<file path="src/rtl/if_stage.sv">
// if_stage: instruction fetch and program-counter stage.
// Owns the PC, fetches one word per instruction over a req/ack handshake,
// holds the fetched word for decode and selects the next PC from NPCOp.
//
//   state   | meaning
//   --------+---------------------------------------------------------
//   S_IDLE  | one cycle after reset, no request, no valid instruction
//   S_FETCH | request word at pc, wait for imem_ack
//   S_EXEC  | instr valid for ctrl, commit next pc on unstalled edge
module if_stage #(
  parameter logic [31:0] RESET_PC   = 32'h0000_3000,
  parameter logic [31:0] EXC_VECTOR = 32'h0000_4180
) (
  input  logic        clk,
  input  logic        rstn,
  input  logic [2:0]  NPCOp,
  input  logic [31:0] rs_data,
  input  logic        stall,
  output logic        imem_req,
  output logic [31:0] imem_addr,
  input  logic        imem_ack,
  input  logic [31:0] imem_rdata,
  output logic [31:0] instr,
  output logic [31:0] pc,
  output logic [31:0] pc_plus4,
  output logic        nop,
  output logic [31:0] epc,
  output logic        exc_flag
);

  // Next-PC select codes shared with ctrl.
  localparam logic [2:0] NPC_PLUS4  = 3'd0;
  localparam logic [2:0] NPC_BRANCH = 3'd1;
  localparam logic [2:0] NPC_JUMP   = 3'd2;
  localparam logic [2:0] NPC_JR     = 3'd3;
  localparam logic [2:0] NPC_EXCEPT = 3'd4;

  typedef enum logic [1:0] {
    S_IDLE  = 2'd0,
    S_FETCH = 2'd1,
    S_EXEC  = 2'd2
  } state_e;

  state_e      state_q, state_d;
  logic [31:0] pc_q, pc_d;
  logic [31:0] instr_q, instr_d;
  logic [31:0] epc_q, epc_d;
  logic        exc_q, exc_d;

  logic [31:0] pc_plus4_w;
  logic [31:0] br_offset_w;
  logic [31:0] target_w;
  logic        take_exc_w;

  assign pc_plus4_w  = pc_q + 32'd4;
  assign br_offset_w = {{14{instr_q[15]}}, instr_q[15:0], 2'b00};

  // Target selection; unknown codes fall back to sequential flow.
  always_comb begin
    target_w = pc_plus4_w;
    unique case (NPCOp)
      NPC_PLUS4:  target_w = pc_plus4_w;
      NPC_BRANCH: target_w = pc_plus4_w + br_offset_w;
      NPC_JUMP:   target_w = {pc_plus4_w[31:28], instr_q[25:0], 2'b00};
      NPC_JR:     target_w = rs_data;
      NPC_EXCEPT: target_w = EXC_VECTOR;
      default:    target_w = pc_plus4_w;
    endcase
  end

  // A misaligned target is redirected to the exception vector as well.
  assign take_exc_w = (NPCOp == NPC_EXCEPT) || (target_w[1:0] != 2'b00);

  // Next-state logic; exc_d defaults low so the flag is a single-cycle pulse.
  always_comb begin
    state_d = state_q;
    pc_d    = pc_q;
    instr_d = instr_q;
    epc_d   = epc_q;
    exc_d   = 1'b0;
    unique case (state_q)
      S_IDLE: begin
        state_d = S_FETCH;
      end
      S_FETCH: begin
        if (imem_ack) begin
          instr_d = imem_rdata;
          state_d = S_EXEC;
        end
      end
      S_EXEC: begin
        // Stall freezes everything, including a pending exception.
        if (!stall) begin
          state_d = S_FETCH;
          if (take_exc_w) begin
            pc_d  = EXC_VECTOR;
            epc_d = pc_q;
            exc_d = 1'b1;
          end else begin
            pc_d = target_w;
          end
        end
      end
      default: begin
        state_d = S_IDLE;
      end
    endcase
  end

  // State registers, cleared asynchronously so a pending request drops at once.
  always_ff @(posedge clk or negedge rstn) begin
    if (!rstn) begin
      state_q <= S_IDLE;
      pc_q    <= RESET_PC;
      instr_q <= 32'h0;
      epc_q   <= 32'h0;
      exc_q   <= 1'b0;
    end else begin
      state_q <= state_d;
      pc_q    <= pc_d;
      instr_q <= instr_d;
      epc_q   <= epc_d;
      exc_q   <= exc_d;
    end
  end

  assign imem_req  = (state_q == S_FETCH);
  assign imem_addr = pc_q;
  assign nop       = (state_q != S_EXEC);
  assign instr     = instr_q;
  assign pc        = pc_q;
  assign pc_plus4  = pc_plus4_w;
  assign epc       = epc_q;
  assign exc_flag  = exc_q;

endmodule
</file>
<file path="config.mk">
export PLATFORM = sky130hd
export DESIGN_NAME = if_stage
export DESIGN_NICKNAME = d
export VERILOG_FILES = /design/src/rtl/if_stage.sv
export SDC_FILE = /design/constraint.sdc
export NUM_CORES = 1
export LEC_CHECK = 0
export CAP_MARGIN = 5
export CORE_UTILIZATION = 47
export CTS_CLUSTER_SIZE = 16
export DETAILED_ROUTE_END_ITERATION = 7
export PLACE_DENSITY = 0.92
export RECOVER_POWER = 100
export SLEW_MARGIN = 20
export SYNTH_ARGS = -nofsm -noshare
export SYNTH_HDL_FRONTEND = slang
export SYNTH_SLANG_ARGS = --single-unit
</file>
<file path="constraint.sdc">
create_clock -name clk -period 3.9 [get_ports clk]
set_input_delay 0.78 -clock clk [delete_from_list [all_inputs] [get_ports clk]]
set_output_delay 0.78 -clock clk [all_outputs]
set_load 0.005 [all_outputs]
</file>
==> results of run 1 <==
metal layers:
metal  wire [um]  up-vias  GRT usage (%)
li1            -     3256              -
met1       10200     3382           43.6
met2       10400      483           45.9
met3        2410       74           5.56
met4        1010        0           14.7
met5           0        -              0
power groups by stage:
stage                     sequential [mW]  clock [mW]  combinational, mW
final                                1.98       0.997               5.91
after floorplan                      1.96           0               3.41
after global placement               1.97           0               5.99
after global routing                 2.05        1.05               6.40
after detailed placement             2.01           0               6.05
after CTS                            1.99        1.01               6.10
path summary, 6_finish.rpt:
check | from | endpoint | cells past startpoint | slack, ns
setup / recovery | imem_addr[12]$_DFFE_PN1P_ | pc_plus4[25] | 7 | 0.14
hold / removal | epc[15]$_DFFE_PN0P_ | epc[15]$_DFFE_PN0P_ | 2 | 0.48
setup reg to reg | imem_addr[2]$_DFFE_PN0P_ | imem_addr[23]$_DFFE_PN0P_ | 15 | 0.14
hold reg to reg | epc[15]$_DFFE_PN0P_ | epc[15]$_DFFE_PN0P_ | 2 | 0.48
max in group asynchronous | rstn | epc[19]$_DFFE_PN0P_ | 2 | 1.54
min in group asynchronous | rstn | epc[26]$_DFFE_PN0P_ | 1 | 0.91
cells in the final DEF (no fill, tap or decap), types with 8 or more instances in the layout:
master	instances
dfrtp_1	96
clkbuf_1	29
a21oi_1	52
o22ai_1	13
mux2_2	65
mux2i_1	15
nand4_1	17
a21o_1	19
dlygate4sd3_1	131
a22oi_1	8
xor2_1	23
ha_1	36
clkbuf_16	9
o221ai_1	8
o211ai_1	8
inv_1	18
clkdlybuf4s50_1	101
nor2_1	48
buf_4	32
nor3_1	13
nand2_1	62
xnor2_1	30
a31oi_1	9
o21ai_0	42
nand3_1	14
sequential cells by signal, summed over array words and instances, names as in the netlist:
signal     cells
epc           32
imem_addr     32
instr         32
state_q        2
exc_flag       1
repair_timing:
item	CTS	global route
buffers inserted	0	1
setup endpoints to repair	0	13
resized for setup	0	16
stage by stage:
step                      setup slack [ns]  area [um2]  hold WS, ns  total power, mW
final                                0.139       10000        0.484             8.89
after global routing                0.0308       10000        0.512             9.50
after CTS                           0.0416       10100        0.491             9.10
after detailed placement             0.178        9780        0.474             8.05
after global placement               0.238        9780        0.462             7.96
after floorplan                      0.382        7190        0.473             5.37
worst max-delay path, cell delays in order (launching register included):
cell and delay (ns):
dfstp_2 0.54, nand4_2 0.21, or2_2 0.40, nor3_4 0.29, nand3_1 0.14, xnor2_1 0.34
clkbuf_1 0.18, clkdlybuf4s50_1 0.51
logic make-up after synthesis:
group	Yosys count	synth area share [%]
multiplexers	82	12.7
flip-flops	99	34.5
AND/OR/NAND/NOR	189	13.1
buffers and inverters	93	6.88
adder cells (fa/ha/maj)	39	6.86
XOR/XNOR	56	6.93
AO/OA/AOI/OAI	210	19.0
area by class of cell:
type | count | area (um2) | area share, %
multi-input cells | 576 | 4250 | 42.3
inverters | 19 | 71.3 | 0.711
clock buffers | 9 | 225 | 2.25
flip-flops and latches | 99 | 2480 | 24.7
well taps | 184 | 230 | 2.30
repair buffers | 294 | 2680 | 26.7
clock inverters | 7 | 98.8 | 0.986
==> results.md, run 1 <==
- **initial antenna violation count** 0
- **fill count** 1149
- **Post-synth EDFFs** 0
- **worst-skew pair later-pin latency** 0.36 ns
- **total length of routed wires** 24000 um
- **number of vias after detailed routing** 7195
- **routed wirelength normalized by instance count** 20.2 um
- **sequential-to-total area share from yosys stat** 34.5%
- **Peak VDD IR** 0.428 mV
- **H-tree levels** 3
- **vertical extent of the die** 126 um
- **number of unique standard cell types used by synthesis** 69
- **RD Place Congestion** 0.946
- **CP Capture Type** output pin
- **non-filler instance count after layout** 1188
- **Max Transition Viols Final** 143
- **PortBufs** 233
- **number of antenna-violating nets in the routed design** 0
- **total power divided by cell area** 886 mW/mm2
- **synthesized instance count** 768
- **dominant cell by count in the synthesized netlist** dfrtp_1
- **nets in the synthesized netlist** 877
- **prevailing post-synth register cell** dfrtp_1
- **final hold viol count** 0
- **Period Utilization, post-route** 96.4%
- **number of buffers on the longest clock path** 2
- **switch share** 44.0%
- **Switch Pwr** 3.92 mW
- **cell accounting for the most synthesized area** dfrtp_1
- **Initial Util** 48.9%
- **Data required, critical path** 3.12 ns
- **quantity of hold-fixing buffers added after cts** 0
- **top-level port count** 234
- **maximum fanout along the worst path** 5
- **category of the critical setup timing path** reg2out
- **async set-reset flop share out of synthesis** 100%
- **area of the core region** 0.0147 mm2
- **cell-internal power** 4.97 mW
- **average cell area after synthesis** 9.36 um2
- **peak clock frequency supported by timing** 266 MHz
- **Lkg Pwr** 4.52 nW
- **synthesis warning total** 0
- **Final min period** 3.76 ns
- **cell area after synthesis** 0.00719 mm2
- **final clock skew** 0.00897 ns
- **wire length of the first global-routing pass** 37800 um
- **portion of synthesized cell area occupied by the leading cell type** 33.8%
- **total global-route track usage** 30.9%
- **number of clock sinks seen by CTS** 99
- **most common library cells after synthesis** dfrtp_1 (97), mux2_2 (66), nand2_1 (62)
- **FP Rows** 44
- **Worst Hold Class** reg2reg
- **relative contribution of combinational cells to total power** 66.5%
- **number of buffers created by CTS** 9
- **root buf cell** clkbuf_16
- **die width** 126 um
- **setup repair after global routing missed its margin** false
- **total global routing overflow** 0
- **Slew headroom** -26.0%
- **clock transition at the registers of the reported paths** 0.07 ns
- **total placed cells including tap cells** 1171
- **violations in the final reports** DRC, capacitance limit, slew limit
- **sequential share of power** 22.3%
- **Ant. Diodes** 0
- **number of violations reported at the end of detailed-routing iteration 0** 765
- **slew at the pin with the worst max-slew slack** 1.89 ns
- **final total negative setup slack** 0 ns
- **HPWL after DPL** 18600 um
- **vias in the first global route** 6851
- **area added between synthesis and finish** 39.6%
- **status** complete, but fails checks
- **clock tree from TritonCTS** built
- **average vias per placed instance** 6.06
- **proportion of layout cells with a drive suffix above 1** 13.5%
- **nets@finish** 1108
- **first-pass iteration count of the detailed router** 7
- **number of max-capacitance violations reported** 3
- **number of storage elements in the synthesis netlist** 99
- **power share of the clock group** 11.2%
- **maximum number of pins on one net before global-route repair** 75
- **area of the die** 0.0158 mm2
- **DR DRC count** 15
- **top area cells in the synthesized netlist** dfrtp_1 (34%), mux2_2 (10%), ha_1 (6.4%), xnor2_1 (3.9%), a21oi_1 (3.8%)
- **Final Util** 68.2%
- **final setup violation count** 0
- **Arr. time, crit path** 2.98 ns
- **startpoint type of the worst setup path** register
(Power assumes the default switching activity.)
==> inputs of run 2 (changes only) <==
REMOVE_ABC_BUFFERS = 1   (was default)
==> run 2 against run 1 <==
Effect of this change: die area is the same; clock-buffer cell count grew 1; critical endpoint is now pc_plus4[28]; first-iteration DRC count grew 24%; the run still ends with DRC, capacitance limit, slew limit left; final cell count grew 0.34%; worst hold slack gained 0.0040 ns.
==> results.md, run 2 (synthesis gave the netlist of run 1 again) <==
- **status** complete, but fails checks
- **violations in the final reports** DRC, capacitance limit, slew limit
- **length of routed met3 wiring** 2470 um, +2.2%
- **number of max-capacitance violations reported** 2, -1
- **PortBufs** 233, unchanged
- **peak clock frequency supported by timing** 267 MHz, +0.32%
- **average vias per placed instance** 6.06, about the same
- **Largest stage delay, worst path** 0.49 ns, -0.05 ns
- **H-tree levels** 3, unchanged
- **Max Transition Viols Final** 75, -48%
- **number of antenna-violating nets in the routed design** 0, unchanged
- **commonest non-fill, non-tap cell in the layout** dlygate4sd3_1
- **total global-route track usage** 31.4%, +0.51 points
- **nets@finish** 1112, +0.36%
- **start point of the critical path** imem_addr[2]$_DFFE_PN0P_
- **RD Place Congestion** 0.964, +1.9%
- **area of the core region** 0.0147 mm2, unchanged
- **final clock skew** 0.00853 ns, -0.000446 ns
- **number of clock sinks seen by CTS** 99, unchanged
- **top-level port count** 234, unchanged
- **Worst Hold Class** reg2reg
- **slew at the pin with the worst max-slew slack** 1.81 ns, -0.0847 ns
- **die width** 126 um, unchanged
- **met1 routed wirelength after detailed routing** 10200 um, +0.25%
- **Hold Path Depth** 2, unchanged
- **number of buffers created by CTS** 9, unchanged
- **Ant. Diodes** 0, unchanged
- **area of the multi-input gates** 0.00428 mm2, +0.77%
- **Critical R2R Launch** imem_addr[2]$_DFFE_PN0P_
- **vias in the first global route** 6900, +0.72%
- **first-pass iteration count of the detailed router** 8, +1
- **Arr. time, crit path** 2.97 ns, about the same
- **Lkg Pwr** 4.53 nW, +0.22%
- **startpoint type of the worst setup path** register
- **root buf cell** clkbuf_16
- **final design instance area without fill** 0.0101 mm2, +0.44%
- **sequential standard cell area** 0.00248 mm2, +0.10%
- **Initial Util** 48.9%, unchanged
- **area of the die** 0.0158 mm2, unchanged
- **maximum fanout along the worst path** 6, +1
- **met2 WL** 11000 um, +5.0%
- **commonest cells after routing, fill and taps aside** dlygate4sd3_1 (127), clkdlybuf4s50_1 (105), dfrtp_1 (94), mux2_2 (65), nand2_1 (62)
- **quantity of hold-fixing buffers added after cts** 0, unchanged
- **total power divided by cell area** 884 mW/mm2, -0.29%
- **area added between synthesis and finish** 40.2%
- **worst-skew pair later-pin latency** 0.36 ns, about the same
- **routed wirelength normalized by instance count** 20.7 um, +2.1%
- **FP Rows** 44, unchanged
- **Period Utilization, post-route** 96.1%, -0.30 points
- **clock transition at the registers of the reported paths** 0.07 ns, about the same
- **Final Util** 68.5%, +0.30 points
- **final setup violation count** 0, unchanged
- **total placed cells including tap cells** 1173, +0.17%
- **DR DRC count** 30, +15
- **fill count** 1126, -2.0%
- **wire length of the first global-routing pass** 38400 um, +1.6%
- **vertical extent of the die** 126 um, unchanged
- **CP Capture Type** output pin
- **cell chain of the critical path** ha_2 -> nand4_1 -> nor4_4 -> nand3_2 -> nor3_2 -> xor2_1 -> buf_4 -> clkdlybuf4s50_1
- **initial antenna violation count** 0, unchanged
- **number of vias after detailed routing** 7225, +0.42%
- **number of violations reported at the end of detailed-routing iteration 0** 945, +24%
- **Slew headroom** -20.4%, +5.6 points
- **proportion of layout cells with a drive suffix above 1** 15.5%, +1.9 points
- **hold path start** epc[16]$_DFFE_PN0P_
- **maximum number of pins on one net before global-route repair** 39, -48%
- **Peak VDD IR** 0.518 mV, +21%
- **total length of routed wires** 24600 um, +2.4%
- **highest routed metal layer** met4
- **clock tree from TritonCTS** built
- **category of the critical setup timing path** reg2out
- **CP max stage cell** clkdlybuf4s50_1
- **Final min period** 3.75 ns, -0.0119 ns
- **final hold viol count** 0, unchanged
- **Data required, critical path** 3.12 ns, about the same
- **post-place instance area** 0.00979 mm2, +0.13%
- **non-filler instance count after layout** 1192, +0.34%
- **number of buffers on the longest clock path** 2, unchanged
- **HPWL after DPL** 19100 um, +2.4%
- **worst r2r path cells** 15, unchanged
- **total global routing overflow** 0, unchanged
[run 2: worst paths after layout]
check                                            endpoint  slack, ns
worst max-delay path                         pc_plus4[28]       0.15
worst min-delay path                  epc[16]$_DFFE_PN0P_       0.49
worst max register to register  imem_addr[15]$_DFFE_PN0P_       0.17
min in group asynchronous        imem_addr[8]$_DFFE_PN0P_       0.90
worst min register to register        epc[16]$_DFFE_PN0P_       0.49
max in group asynchronous       imem_addr[10]$_DFFE_PN0P_       1.26
[run 2: per-stage QoR]
| step | setup TNS [ns] | setup WS, ns | power [mW] | hold slack [ns] |
|---|---|---|---|---|
| final | 0 | 0.151 | 8.90 | 0.488 |
| after detailed placement | 0 | 0.0609 | 8.08 | 0.489 |
| after CTS | 0 | 0.0587 | 9.01 | 0.370 |
| after global placement | 0 | 0.249 | 7.97 | 0.461 |
| after global routing | -0.0272 | -0.0272 | 9.51 | 0.512 |
| after floorplan | 0 | 0.456 | 5.14 | 0.473 |
[run 2: cell type report]
cell class | instances | area share, %
tap | 184 | 2.29
multi-input combinational | 576 | 42.5
sequential | 99 | 24.7
clock buffer | 10 | 2.37
clock inverter | 6 | 0.460
timing repair buffer | 298 | 27.0
inverter | 19 | 0.708
[run 2: repair_timing]
action,4_1_cts,5_1_grt
gates resized for setup,0,24
setup buffers,0,3
setup endpoints to repair,1,15
pin swaps,1,5
[run 2: metal layers]
layer,track usage (%),vias to the layer above
met3,5.73,66
met4,14.1,0
met2,47.8,467
met5,0,-
li1,-,3269
met1,43.6,3423
[run 2: worst max-delay path: cells and delay by family (launching register included)]
family,cells,cell delay (ns)
flip-flops,1,0.41
adder cells (fa/ha/maj),1,0.24
XOR/XNOR,1,0.21
buffers and inverters,2,0.64
AND/OR/NAND/NOR,4,1.10
[run 2: where the power goes]
part / total, mW / leakage (nW) / switching [mW] / internal, mW
clock: 0.889 / 0.141 / 0.431 / 0.458
combinational: 6.05 / 3.16 / 3.04 / 3.01
sequential: 1.97 / 1.23 / 0.486 / 1.48
total: 8.90 / 4.53 / 3.96 / 4.94
==> inputs of run 3 (changes only) <==
PLACE_DENSITY = 0.81   (was 0.92)
==> run 3 against run 2 <==
Effect of this change: the flow still finishes with violations (DRC, capacitance limit, slew limit); combinational power down 0.8%; utilization up 0.26 points; setup slack worse by 0.046 ns; clock power is 11% higher; largest cell class unchanged.
==> results.md, run 3 (synthesis gave the netlist of run 1 again) <==
- **status** complete, but fails checks
- **violations in the final reports** DRC, capacitance limit, slew limit
- **area of the multi-input gates** 0.00427 mm2, -0.15%
- **RD Place Congestion** 1.01, +5.0%
- **category of the critical setup timing path** reg2out
- **Initial Util** 48.9%, unchanged
- **PnR Total Power** 8.99 mW, +0.93%
- **worst-skew pair later-pin latency** 0.36 ns, about the same
- **final setup violation count** 0, unchanged
- **initial antenna violation count** 1, +1
- **sequential share of power** 22.2%, about the same
- **Max Transition Viols Final** 100, +33%
- **met2 WL** 10700 um, -2.0%
- **cell chain of the critical path** ha_2 -> nand4_1 -> buf_4 -> nor4_4 -> nand3_2 -> nor3_2 -> xor2_1 -> buf_4 -> clkdlybuf4s50_1
- **number of antenna-violating nets in the routed design** 0, unchanged
- **Arr. time, crit path** 3.02 ns, +0.05 ns
- **maximum fanout along the worst path** 6, unchanged
- **vias in the first global route** 6661, -3.5%
- **setup repair after global routing missed its margin** true
- **maximum number of pins on one net before global-route repair** 100, +160%
- **clock transition at the registers of the reported paths** 0.07 ns, about the same
- **sequential standard cell area** 0.00248 mm2, about the same
- **PortBufs** 233, unchanged
- **Largest stage delay, worst path** 0.50 ns, about the same
- **area added between synthesis and finish** 40.7%
- **total global routing overflow** 0, unchanged
- **number of buffers on the longest clock path** 2, unchanged
- **met1 routed wirelength after detailed routing** 10000 um, -1.8%
- **peak clock frequency supported by timing** 263 MHz, -1.2%
- **CP Capture Type** output pin
- **area of the die** 0.0158 mm2, unchanged
- **commonest cells after routing, fill and taps aside** clkdlybuf4s50_1 (153), dfrtp_1 (95), dlygate4sd3_1 (79), mux2_2 (66), nand2_1 (62)
- **power share of the clock group** 11.0%, +1.0 points
- **Worst Hold Class** reg2reg
- **clock tree from TritonCTS** built
- **Final min period** 3.80 ns, +0.0463 ns
- **number of clock sinks seen by CTS** 99, unchanged
- **final hold viol count** 0, unchanged
- **root buf cell** clkbuf_16
- **relative contribution of combinational cells to total power** 66.8%, -1.1 points
- **most used cell, CP** buf_4
- **slew at the pin with the worst max-slew slack** 2.43 ns, +0.627 ns
- **number of max-capacitance violations reported** 1, -1
- **HPWL after DPL** 18000 um, -5.6%
- **total power divided by cell area** 889 mW/mm2, +0.54%
- **cell-internal power** 5.13 mW, +3.8%
- **top-level port count** 234, unchanged
- **number of violations reported at the end of detailed-routing iteration 0** 733, -22%
- **Slew headroom** -62.2%, -42 points
- **post-place instance area** 0.00974 mm2, -0.49%
- **area of the core region** 0.0147 mm2, unchanged
- **total length of routed wires** 23800 um, -3.5%
- **Switch Pwr** 3.86 mW, -2.6%
- **vertical extent of the die** 126 um, unchanged
- **count of buffering cells on the critical path with inverters included** 3, +1
- **final design instance area without fill** 0.0101 mm2, +0.38%
- **commonest non-fill, non-tap cell in the layout** clkdlybuf4s50_1
- **die width** 126 um, unchanged
- **Lkg Pwr** 4.53 nW, about the same
- **length of routed met3 wiring** 2270 um, -8.1%
- **H-tree levels** 3, unchanged
- **first-pass iteration count of the detailed router** 7, -1
- **switch share** 42.9%, -1.6 points
- **CP max stage cell** clkdlybuf4s50_1
- **fill count** 1150, +2.1%
- **nets@finish** 1103, -0.81%
- **Period Utilization, post-route** 97.3%, +1.2 points
- **average vias per placed instance** 5.95, -1.8%
- **total global-route track usage** 30.5%, -0.91 points
- **FP Rows** 44, unchanged
- **highest routed metal layer** met4
- **number of vias after detailed routing** 7048, -2.4%
- **proportion of layout cells with a drive suffix above 1** 16.2%, +0.74 points
- **startpoint type of the worst setup path** register
- **Data required, critical path** 3.12 ns, about the same
- **routed wirelength normalized by instance count** 20.1 um, -2.8%
- **critical path's top delay family** simple AND/OR/NAND/NOR gates
- **number of buffers created by CTS** 9, unchanged
- **DR DRC count** 13, -57%
- **wire length of the first global-routing pass** 37300 um, -2.8%
- **final clock skew** 0.00670 ns, -0.00182 ns
- **Peak VDD IR** 0.452 mV, -13%
==> run 3: changes by cell type in the layout (fill, tap and decap cells not counted), moves of 2 or more <==
cell and delta:
clkdlybuf4s50_1 +48, dlygate4sd3_1 -48, clkbuf_1 -17, buf_4 +11, a2111oi_0 +2, a2111oi_2 -2, bufinv_16 +2, clkbuf_2 -2
xnor2_1 -2, xnor2_2 +2
==> run 3: worst reg2reg max path: stages, from the launching register on <==
cell      delay, ns
dfrtp_2        0.41
ha_2           0.25
nand4_1        0.12
buf_4          0.19
buf_4          0.14
nor2_1         0.11
xor2_1         0.32
ha_1           0.38
a21oi_1        0.18
o211ai_1       0.18
a21oi_1        0.20
o21ai_0        0.15
xor2_1         0.17
mux4_2         0.46
o221ai_1       0.23
o21ai_1        0.10
==> run 3: final timing paths <==
| kind | start | depth (start not counted) | to | slack (ns) |
|---|---|---|---|---|
| hold reg to reg | epc[7]$_DFFE_PN0P_ | 2 | epc[7]$_DFFE_PN0P_ | 0.48 |
| setup / recovery | imem_addr[2]$_DFFE_PN0P_ | 9 | pc_plus4[28] | 0.10 |
| hold / removal | epc[7]$_DFFE_PN0P_ | 2 | epc[7]$_DFFE_PN0P_ | 0.48 |
| max in group asynchronous | rstn | 2 | imem_addr[2]$_DFFE_PN0P_ | 1.06 |
| min in group asynchronous | rstn | 2 | epc[6]$_DFFE_PN0P_ | 1.28 |
| setup reg to reg | imem_addr[2]$_DFFE_PN0P_ | 15 | imem_addr[15]$_DFFE_PN0P_ | 0.18 |
==> run 3: power groups by stage <==
stage                     registers (mW)  clock network [mW]  logic (mW)
final                               1.99               0.991        6.00
after global routing                2.07                1.06        6.49
after CTS                           1.99                1.01        6.02
after detailed placement            2.01                   0        5.94
after global placement              1.99                   0        5.89
after floorplan                     2.02                   0        3.11
==> run 3: per-stage QoR <==
stage | utilization [%] | setup WS, ns | TNS, ns | cells | hold WS [ns]
6_report | 68.8 | 0.104 | 0 | 1184 | 0.482
5_1_grt | 68.8 | -0.0821 | -0.245 | 1184 | 0.517
4_1_cts | 68.5 | 0.0208 | 0 | 1181 | 0.491
3_5_place_dp | 66.3 | 0.0518 | 0 | 1165 | 0.475
3_3_place_gp | 66.3 | 0.157 | 0 | 1165 | 0.463
2_1_floorplan | - | 0.456 | 0 | 694 | 0.473
==> run 3: final cells by class <==
class	instances	share of cell area [%]
Multi-Input combinational cell	576	42.2
Timing Repair Buffer	289	27.0
Sequential cell	99	24.6
Tap cell	184	2.28
Clock buffer	9	2.23
Clock inverter	7	0.978
Inverter	19	0.705
Antenna cell	1	0.0247
==> run 3: repair_timing <==
item	4_1_cts	5_1_grt
pin swaps	1	5
hold buffers	0	0
setup buffers	0	2
gates resized for setup	1	14
setup endpoints to repair	2	17
==> run 3: routing by layer <==
layer	track usage, %	vias to the layer above
met5	0	-
li1	-	3256
met1	42.2	3332
met2	46.5	408
met4	12.4	0
met3	6.41	52
